[src/rtl/sa_perf_monitor_if.sv]
// Bus bundle for sa_perf_monitor: per-channel job events, timeout limit,
// counter read request/response and per-channel status flags.
interface sa_perf_monitor_if #(
   parameter int NUM_CH      = 4,
   parameter int NUM_CH_LOG2 = 2,
   parameter int CNT_BWIDTH  = 32
);
   logic                   CLEAR_in;
   logic [NUM_CH-1:0]      START_in;
   logic [NUM_CH-1:0]      DONE_in;
   logic [NUM_CH-1:0]      STALL_in;
   logic [CNT_BWIDTH-1:0]  TIMEOUT_in;
   logic                   RD_EN_in;
   logic [NUM_CH_LOG2-1:0] RD_CH_in;
   logic [2:0]             RD_SEL_in;
   logic                   RD_VALID_out;
   logic [CNT_BWIDTH-1:0]  RD_DATA_out;
   logic [NUM_CH-1:0]      BUSY_out;
   logic [NUM_CH-1:0]      TIMEOUT_out;
   logic [NUM_CH-1:0]      ERR_out;

   modport master (
      output CLEAR_in, START_in, DONE_in, STALL_in, TIMEOUT_in,
      output RD_EN_in, RD_CH_in, RD_SEL_in,
      input  RD_VALID_out, RD_DATA_out, BUSY_out, TIMEOUT_out, ERR_out
   );

   modport slave (
      input  CLEAR_in, START_in, DONE_in, STALL_in, TIMEOUT_in,
      input  RD_EN_in, RD_CH_in, RD_SEL_in,
      output RD_VALID_out, RD_DATA_out, BUSY_out, TIMEOUT_out, ERR_out
   );
endinterface

[src/rtl/sa_perf_monitor.sv]
// Per-channel job monitor (IDLE/RUN/HALT) with saturating counters and registered readback.
// Define SA_PERF_MINMAX_EN to build per-channel MIN_LAT/MAX_LAT tracking.
module sa_perf_monitor #(
   parameter int NUM_CH      = 4,
   parameter int NUM_CH_LOG2 = 2,
   parameter int CNT_BWIDTH  = 32
) (
   input  logic             CLK,
   input  logic             RST,
   sa_perf_monitor_if.slave bus
);
   typedef enum logic [1:0] {S_IDLE, S_RUN, S_HALT} state_t;
   typedef logic [CNT_BWIDTH-1:0] cnt_t;

   state_t state_q [NUM_CH];
   state_t state_d [NUM_CH];

   cnt_t run_cnt   [NUM_CH];
   cnt_t last_lat  [NUM_CH];
   cnt_t job_cnt   [NUM_CH];
   cnt_t stall_cnt [NUM_CH];
   cnt_t busy_cnt  [NUM_CH];
`ifdef SA_PERF_MINMAX_EN
   cnt_t min_lat   [NUM_CH];
   cnt_t max_lat   [NUM_CH];
`endif

   logic [NUM_CH-1:0] start_evt, done_evt, count_evt, err_evt, to_evt, busy_vec;
   logic [NUM_CH-1:0] to_q, err_q;
   logic [NUM_CH_LOG2-1:0] rd_ch;
   logic rd_valid_q;
   cnt_t rd_data_q, rd_mux;

   function automatic cnt_t sat_inc(input cnt_t v);
      return (&v) ? v : v + cnt_t'(1);
   endfunction

   always_comb begin
      start_evt = '0;
      done_evt  = '0;
      count_evt = '0;
      err_evt   = '0;
      to_evt    = '0;
      busy_vec  = '0;
      for (int unsigned c = 0; c < NUM_CH; c++) begin
         state_d[c] = state_q[c];
         case (state_q[c])
            S_IDLE: begin
               if (bus.START_in[c]) begin
                  state_d[c]   = S_RUN;
                  start_evt[c] = 1'b1;
               end
            end
            S_RUN: begin
               busy_vec[c] = 1'b1;
               if (bus.DONE_in[c]) begin
                  state_d[c]  = S_IDLE;
                  done_evt[c] = 1'b1;
               end else begin
                  count_evt[c] = 1'b1;
                  err_evt[c]   = bus.START_in[c];
                  if ((bus.TIMEOUT_in != '0) && (run_cnt[c] == bus.TIMEOUT_in)) begin
                     state_d[c] = S_HALT;
                     to_evt[c]  = 1'b1;
                  end
               end
            end
            S_HALT: begin
               if (bus.DONE_in[c]) state_d[c] = S_IDLE;
            end
            default: state_d[c] = S_IDLE;
         endcase
         if (bus.CLEAR_in) state_d[c] = S_IDLE;
      end
   end

   always_ff @(posedge CLK) begin
      if (RST) begin
         rd_valid_q <= 1'b0;
         rd_data_q  <= '0;
         to_q       <= '0;
         err_q      <= '0;
         for (int unsigned c = 0; c < NUM_CH; c++) begin
            state_q[c]   <= S_IDLE;
            run_cnt[c]   <= '0;
            last_lat[c]  <= '0;
            job_cnt[c]   <= '0;
            stall_cnt[c] <= '0;
            busy_cnt[c]  <= '0;
`ifdef SA_PERF_MINMAX_EN
            min_lat[c]   <= '1;
            max_lat[c]   <= '0;
`endif
         end
      end else begin
         // The read captures pre-update counters and survives a same-cycle CLEAR.
         rd_valid_q <= bus.RD_EN_in;
         if (bus.RD_EN_in) rd_data_q <= rd_mux;
         for (int unsigned c = 0; c < NUM_CH; c++) begin
            state_q[c] <= state_d[c];
            if (bus.CLEAR_in) begin
               run_cnt[c]   <= '0;
               last_lat[c]  <= '0;
               job_cnt[c]   <= '0;
               stall_cnt[c] <= '0;
               busy_cnt[c]  <= '0;
               to_q[c]      <= 1'b0;
               err_q[c]     <= 1'b0;
`ifdef SA_PERF_MINMAX_EN
               min_lat[c]   <= '1;
               max_lat[c]   <= '0;
`endif
            end else begin
               if (start_evt[c]) begin
                  run_cnt[c] <= cnt_t'(1);
               end else if (count_evt[c]) begin
                  run_cnt[c]  <= sat_inc(run_cnt[c]);
                  busy_cnt[c] <= sat_inc(busy_cnt[c]);
                  if (bus.STALL_in[c]) stall_cnt[c] <= sat_inc(stall_cnt[c]);
               end
               if (done_evt[c]) begin
                  last_lat[c] <= run_cnt[c];
                  job_cnt[c]  <= sat_inc(job_cnt[c]);
`ifdef SA_PERF_MINMAX_EN
                  if (run_cnt[c] < min_lat[c]) min_lat[c] <= run_cnt[c];
                  if (run_cnt[c] > max_lat[c]) max_lat[c] <= run_cnt[c];
`endif
               end
               if (err_evt[c]) err_q[c] <= 1'b1;
               if (to_evt[c])  to_q[c]  <= 1'b1;
            end
         end
      end
   end

   assign rd_ch = bus.RD_CH_in;

   // Out-of-range channels match no loop index and fall through to zero.
   always_comb begin
      rd_mux = '0;
      for (int unsigned c = 0; c < NUM_CH; c++) begin
         if (32'(rd_ch) == c) begin
            case (bus.RD_SEL_in)
               3'd0:    rd_mux = last_lat[c];
               3'd1:    rd_mux = job_cnt[c];
               3'd2:    rd_mux = stall_cnt[c];
               3'd3:    rd_mux = busy_cnt[c];
`ifdef SA_PERF_MINMAX_EN
               3'd4:    rd_mux = min_lat[c];
               3'd5:    rd_mux = max_lat[c];
`endif
               default: rd_mux = '0;
            endcase
         end
      end
   end

   assign bus.RD_VALID_out = rd_valid_q;
   assign bus.RD_DATA_out  = rd_data_q;
   assign bus.BUSY_out     = busy_vec;
   assign bus.TIMEOUT_out  = to_q;
   assign bus.ERR_out      = err_q;
endmodule

[src/flat_wrapper.sv]
// flat-port wrapper written by rule: the top's interface ports become plain ports
module sa_perf_monitor_flat 
#(
   parameter int NUM_CH      = 4,
   parameter int NUM_CH_LOG2 = 2,
   parameter int CNT_BWIDTH  = 32
)
  (CLK, RST, bus_CLEAR_in, bus_START_in, bus_DONE_in, bus_STALL_in, bus_TIMEOUT_in, bus_RD_EN_in, bus_RD_CH_in, bus_RD_SEL_in, bus_RD_VALID_out, bus_RD_DATA_out, bus_BUSY_out, bus_TIMEOUT_out, bus_ERR_out);
  sa_perf_monitor_if #(.NUM_CH(NUM_CH), .NUM_CH_LOG2(NUM_CH_LOG2), .CNT_BWIDTH(CNT_BWIDTH)) bus_i ();
  input  logic CLK;
  input  logic RST;
  input wire logic [$bits(bus_i.CLEAR_in)-1:0] bus_CLEAR_in;
  input wire logic [$bits(bus_i.START_in)-1:0] bus_START_in;
  input wire logic [$bits(bus_i.DONE_in)-1:0] bus_DONE_in;
  input wire logic [$bits(bus_i.STALL_in)-1:0] bus_STALL_in;
  input wire logic [$bits(bus_i.TIMEOUT_in)-1:0] bus_TIMEOUT_in;
  input wire logic [$bits(bus_i.RD_EN_in)-1:0] bus_RD_EN_in;
  input wire logic [$bits(bus_i.RD_CH_in)-1:0] bus_RD_CH_in;
  input wire logic [$bits(bus_i.RD_SEL_in)-1:0] bus_RD_SEL_in;
  output wire logic [$bits(bus_i.RD_VALID_out)-1:0] bus_RD_VALID_out;
  output wire logic [$bits(bus_i.RD_DATA_out)-1:0] bus_RD_DATA_out;
  output wire logic [$bits(bus_i.BUSY_out)-1:0] bus_BUSY_out;
  output wire logic [$bits(bus_i.TIMEOUT_out)-1:0] bus_TIMEOUT_out;
  output wire logic [$bits(bus_i.ERR_out)-1:0] bus_ERR_out;
  assign bus_i.CLEAR_in = bus_CLEAR_in;
  assign bus_i.START_in = bus_START_in;
  assign bus_i.DONE_in = bus_DONE_in;
  assign bus_i.STALL_in = bus_STALL_in;
  assign bus_i.TIMEOUT_in = bus_TIMEOUT_in;
  assign bus_i.RD_EN_in = bus_RD_EN_in;
  assign bus_i.RD_CH_in = bus_RD_CH_in;
  assign bus_i.RD_SEL_in = bus_RD_SEL_in;
  assign bus_RD_VALID_out = bus_i.RD_VALID_out;
  assign bus_RD_DATA_out = bus_i.RD_DATA_out;
  assign bus_BUSY_out = bus_i.BUSY_out;
  assign bus_TIMEOUT_out = bus_i.TIMEOUT_out;
  assign bus_ERR_out = bus_i.ERR_out;
  sa_perf_monitor #(.NUM_CH(NUM_CH), .NUM_CH_LOG2(NUM_CH_LOG2), .CNT_BWIDTH(CNT_BWIDTH)) u_core (.CLK(CLK), .RST(RST), .bus(bus_i));
endmodule
[config.mk]
export PLATFORM = sky130hd
export DESIGN_NAME = sa_perf_monitor_flat
export DESIGN_NICKNAME = d
export VERILOG_FILES = /design/src/rtl/sa_perf_monitor_if.sv /design/src/rtl/sa_perf_monitor.sv /design/src/flat_wrapper.sv
export SDC_FILE = /design/constraint.sdc
export NUM_CORES = 2
export LEC_CHECK = 0
export CAP_MARGIN = 15
export CORE_MARGIN = 1.5
export CORE_UTILIZATION = 54
export DETAILED_ROUTE_END_ITERATION = 12
export PLACE_DENSITY = 0.71
export SETUP_SLACK_MARGIN = 0.5
export SLEW_MARGIN = 40
export SYNTH_ARGS = -nofsm -noshare
export SYNTH_HDL_FRONTEND = slang
export SYNTH_SLANG_ARGS = --single-unit
[constraint.sdc]
create_clock -name CLK -period 5.9 [get_ports CLK]
set_input_delay 1.18 -clock CLK [delete_from_list [all_inputs] [get_ports CLK]]
set_output_delay 1.18 -clock CLK [all_outputs]
set_load 0.005 [all_outputs]
# Word-level counts from Yosys, hierarchy flattened
# Memories as Yosys holds them, arrays and structs flattened.
# Index checks and enable logic that the tools add are counted.
[word_totals]
mem_bits_ro = 0
latch_bits = 0
input_bits = 53
reg_bits = 41
n_memories = 6
out_inout_bits = 45
word_cells = 352
ramBits = 648
[mem_list]
columns = ["memory", "words", "width", "rd", "rd_ports_with_merged_regs", "write_ports", "line_no", "rtl"]
rows = [
  ["u_core.busy_cnt", 4, 32, 4, 0, 4, "sa_perf_monitor.sv:22", "cnt_t busy_cnt [NUM_CH];"],
  ["u_core.job_cnt", 4, 32, 4, 0, 4, "sa_perf_monitor.sv:20", "cnt_t job_cnt [NUM_CH];"],
  ["u_core.last_lat", 4, 32, 4, 0, 4, "sa_perf_monitor.sv:19", "cnt_t last_lat [NUM_CH];"],
  ["u_core.run_cnt", 4, 32, 4, 0, 4, "sa_perf_monitor.sv:18", "cnt_t run_cnt [NUM_CH];"],
  ["u_core.stall_cnt", 4, 32, 4, 0, 4, "sa_perf_monitor.sv:21", "cnt_t stall_cnt [NUM_CH];"],
  ["u_core.state_q", 4, 2, 4, 0, 4, "sa_perf_monitor.sv:15", "state_t state_q [NUM_CH];"],
]
[op_classes]
n_bitwise = 48
eq_ne = 18
div_mod_pow = 0
multipliers = 0
order_cmp = 0
shifts = 0
n_reduce_logical = 28
n_addsub = 16
muxes = 226
[ops]
columns = ["cell", "count"]
rows = [
  ["$mux W32", 64],
  ["$add A32 B1 Y32 const B", 16],
  ["$pmux W32 S4", 4],
  ["$reduce_and A32 Y1", 16],
  ["$mux W1", 130],
  ["$eq A32 B32 Y1", 4],
  ["$mux W2", 24],
  ["$or A1 B1 Y1", 48],
  ["$reduce_bool A32 Y1", 1],
  ["$pmux W2 S3", 4],
  ["$eq A2 B2 Y1 const B", 6],
  ["$eq A2 B1 Y1 const B", 5],
  ["$logic_not A2 Y1", 5],
  ["$eq A3 B2 Y1 const B", 2],
  ["$logic_and A1 B1 Y1", 4],
  ["$eq A3 B1 Y1 const B", 1],
  ["$logic_not A3 Y1", 1],
  ["$reduce_or A2 Y1", 1],
]

# Longest topological paths before layout
[logic_depth]
depth_word = 8
ltp_mapped = 9
depth_no_buf = 6

# Worst setup path after synthesis
# Ideal clock, no wire load.
[synth_timing]
path_type = "input-to-reg"
from = "input RST"
to = "memory u_core.stall_cnt[0][100] (netlist name) (enable)"
arrival_ns = 4.175
required_ns = 5.434
setup_time_ns = 0.466
path_slack_ns = 1.259
path_buffers = 2
path_stages = 5
cell_sequence = "clkbuf_1 -> nor2_1 -> buf_6 -> nand4_1 -> o21ai_0"
[synth_rtl]
columns = ["element", "line_no", "rtl"]
rows = [
  ["from (decl)", "flat_wrapper.sv:11", "input logic RST;"],
  ["to (decl)", "sa_perf_monitor.sv:21", ""],
]

==> qor.csv <==
stage,metric,value,unit
synthesis,netlist_top_cells_area,"edfxtp_1 (48%), xor2_1 (7.7%), nor2_1 (5.1%), xnor2_1 (4.4%), mux4_2 (2.9%)",
clocking,cts.clk_slew.worst_paths,0.05,ns
synthesis,synth-seq-cells,689,
clocking,cts_hold_buf,0,
routing,dr.pass1.iters,6,
finish,n_fill_cell,6017,
synthesis,synthFlopType,edfxtp_1,
synthesis,synth_area,39600,sq um
routing,drc,0,
sta,setup_tns,0,ns
synthesis,yosys.area_share.adder,0.00505,
worst_setup_path,ff2ff_setup_slack,2.56,ns
global_routing,grt.total_usage,0.340,
sta,grt_setup_unrepaired,false,
worst_setup_path,arrival,4.35,ns
sta,worst_pin_slew,0.939,ns
sta,hold_viol,0,
synthesis,syn_area_per_cell,10.5,sq um
place,place_congestion,1.01,
global_routing,grt-ovfl-total,0,
synthesis,synth.top_cells.by_count,"edfxtp_1 (640), nor2_1 (537), xor2_1 (348), nand2_1 (249), xnor2_1 (201)",
global_routing,grt_pass1_wl,189,mm
outcome,status,"complete, no violations",
sta,fin_crit,4.04,ns
finish,area_delta_synth_final,11.2,%
routing,detail_route.wl_per_cell,26.7,microns
synthesis,yosysTopAreaCell,edfxtp_1,
synthesis,synth_cells,3790,
synthesis,synthArstFlopShare,0,
synthesis,synth_compound_area_frac,0.0621,
finish,final-seq-area,20200,sq um
sta,fin_skew,0.0205,ns
clocking,cts-buffers-inserted,78,
worst_setup_path,critPathRequiredTime,6.21,ns
clocking,cts_setup_buffers,0,
floorplanning,io_pins,98,
sta,setup_viol,0,
clocking,cts_max_level,3,
sta,post-route-period-util,0.684,
synthesis,synth_top_area_frac,0.485,
global_routing,antenna_found_initial,7,
clocking,clkSinkCount,689,
hold_path,hold_end,u_core.bus.TIMEOUT_out[2],
synthesis,ys_warn_count,0,
finish,design_area,44100,sq um
place,post-dp-hpwl,92.9,mm
finish,nets,3869,
clocking,clk_latency,0.63,ns
worst_setup_path,end_kind,register,
sta,fmax,248,MHz
synthesis,synth-edff-count,640,
synthesis,synth_top_family_by_area,simple AND/OR/NAND/NOR gates,
routing,antenna_left,0,
worst_setup_path,reg2regPathDepth,6,
place,dp_slack,1.25,ns
floorplanning,die_y,274,microns
pwr,leakage,14.9,nW
floorplanning,die_area,75100,sq um
routing,routed_wl,128,mm
global_routing,grt_pass1_vias,28600,
pwr,peakVddDrop,0.209,mV
pwr,power_density,265,nW/um^2
floorplanning,core,72800,sq um
routing,viasPerCell,6.55,
finish,layout-drive-gt1-share,0.0824,
clocking,cts_tree,built,
sta,relSlewSlack,0.374,
hold_path,hold_path_depth,2,
routing,routed-via-count,31600,
clocking,cts_max_path_buffers,3,
clocking,cts_resized,0,
worst_setup_path,startpoint_type,primary input,
run,drv_cap,0,
worst_setup_path,rr_startpoint,u_core.stall_cnt[0][39],
synthesis,yosysSeqAreaShare,0.509,
clocking,clock-root-buffer,clkbuf_16,
finish,multi_input_area,18400,sq um
hold_path,min_from,u_core.bus.TIMEOUT_out[2],
synthesis,synth_simple_gate_area_frac,0.221,
worst_setup_path,crit_type,primary input to register,
worst_setup_path,reg2reg_to,u_core.stall_cnt[0][46],
routing,drt_iter0_drc,4745,
worst_setup_path,cp_max_fo,33,
synthesis,yosysMostFrequentCell,edfxtp_1,
sta,slew_viol_final,0,
synthesis,yosysUniqueCellTypes,74,
place,dp_cells,4679,
synthesis,synth_xor_area_frac,0.121,
synthesis,syn_nets,3859,
place,numPortBuffers,97,
floorplanning,rows,99,
finish,finalNonFillerCells,4819,
sta,setup_ws,1.86,ns
place,placed_area,41500,sq um
floorplanning,initial_core_util,0.544,
synthesis,muxShareOfSynthArea,0.0518,
hold_path,hp-class,register to register,
floorplanning,die_w,274,microns
global_routing,grt_max_degree,62,
==> placed cells by master (no fill, tap or decap), types with 7 or more instances in the layout <==
master and instances:
a21oi_1 116, a2bb2oi_1 13, clkbuf_8 10, nor2b_1 14
clkinv_2 10, dfxtp_1 49, mux2_2 34, nand4_1 150
a32oi_1 7, and4_1 52, a221oi_1 16, clkbuf_16 82
o2bb2ai_1 9, nor4_1 110, clkdlybuf4s50_1 93, inv_1 63
ha_1 16, and3_1 68, nor3_1 61, mux2i_1 52
mux4_2 51, or2_2 10, xnor2_1 201, clkbuf_1 16
nand2_1 246, or3_1 43, o211ai_1 41, a211oi_1 8
edfxtp_1 640, clkinv_1 14, nand2b_1 10, xor2_1 348
nand3_1 200, and2_1 144, buf_4 60, o21ai_0 97
nor3b_1 9, nor2_1 533, or4_1 21, a22oi_1 33
==> metrics by stage <==
stage	total power, mW	utilization	hold slack (ns)
after CTS	11.7	0.605	0.461
after global routing	11.9	0.605	0.478
after floorplan	6.35	-	0.435
after global placement	6.79	0.569	0.453
after detailed placement	6.80	0.570	0.453
final	11.7	0.605	0.448
==> metal layers <==
layer / part of all wire / global-route usage
met1: 0.40 / 0.492
met2: 0.42 / 0.487
met3: 0.14 / 0.0935
met4: 0.038 / 0.121
met5: 0.00051 / 0
==> sequential cells by signal (all words and copies together), names as in the netlist <==
signal,cells
u_core.bus.RD_VALID_out,1
u_core.bus.RD_DATA_out,32
u_core.busy_cnt,128
u_core.job_cnt,128
u_core.bus.TIMEOUT_out,4
u_core.last_lat,128
u_core.state_q,8
u_core.bus.ERR_out,4
u_core.run_cnt,128
u_core.stall_cnt,128
==> area by class of cell <==
cell class                 instances  share of cell area
antenna                            1           0.0000568
sequential                       689               0.458
inverter                          65             0.00553
tap                              959              0.0272
multi-input combinational       2806               0.418
timing repair buffer             160              0.0333
clock inverter                    31             0.00667
clock buffer                     108              0.0510
==> critical path: stages <==
cell and delay (ns):
clkdlybuf4s50_1 0.65, or2_2 0.66, nor2_1 0.25, nand3_1 0.19, buf_4 0.32, a21o_1 0.19
nand2_1 0.50, buf_4 0.37
==> how the worst max path moves through the flow <==
stage,start,endpoint,slack (ns),cells after the start
after floorplan,RST,u_core.stall_cnt[0][100],1.26,5
after global placement,RST,u_core.stall_cnt[0][51],1.36,8
after detailed placement,RST,u_core.stall_cnt[0][51],1.25,8
after CTS,RST,u_core.stall_cnt[0][53],1.93,8
after global routing,RST,u_core.stall_cnt[0][52],1.75,8
final,RST,u_core.stall_cnt[0][46],1.86,8
==> report_power, final <==
| group | switching (mW) | total (mW) | internal, mW | leakage, nW |
|---|---|---|---|---|
| registers | 0.361 | 5.91 | 5.55 | 7.61 |
| clock network | 2.03 | 4.94 | 2.91 | 1.25 |
| logic | 0.520 | 0.842 | 0.322 | 6.03 |
==> logic make-up (layout without fill, tap and decap cells) <==
group,Yosys count,count (layout)
simple gates,1715,1715
other cells,0,1
mux,137,137
flops,689,689
compound gates,389,389
buf+inv,295,364
xor+xnor,549,549
fa+ha+maj,16,16
No activity file was read; power rests on OpenSTA's default activity.
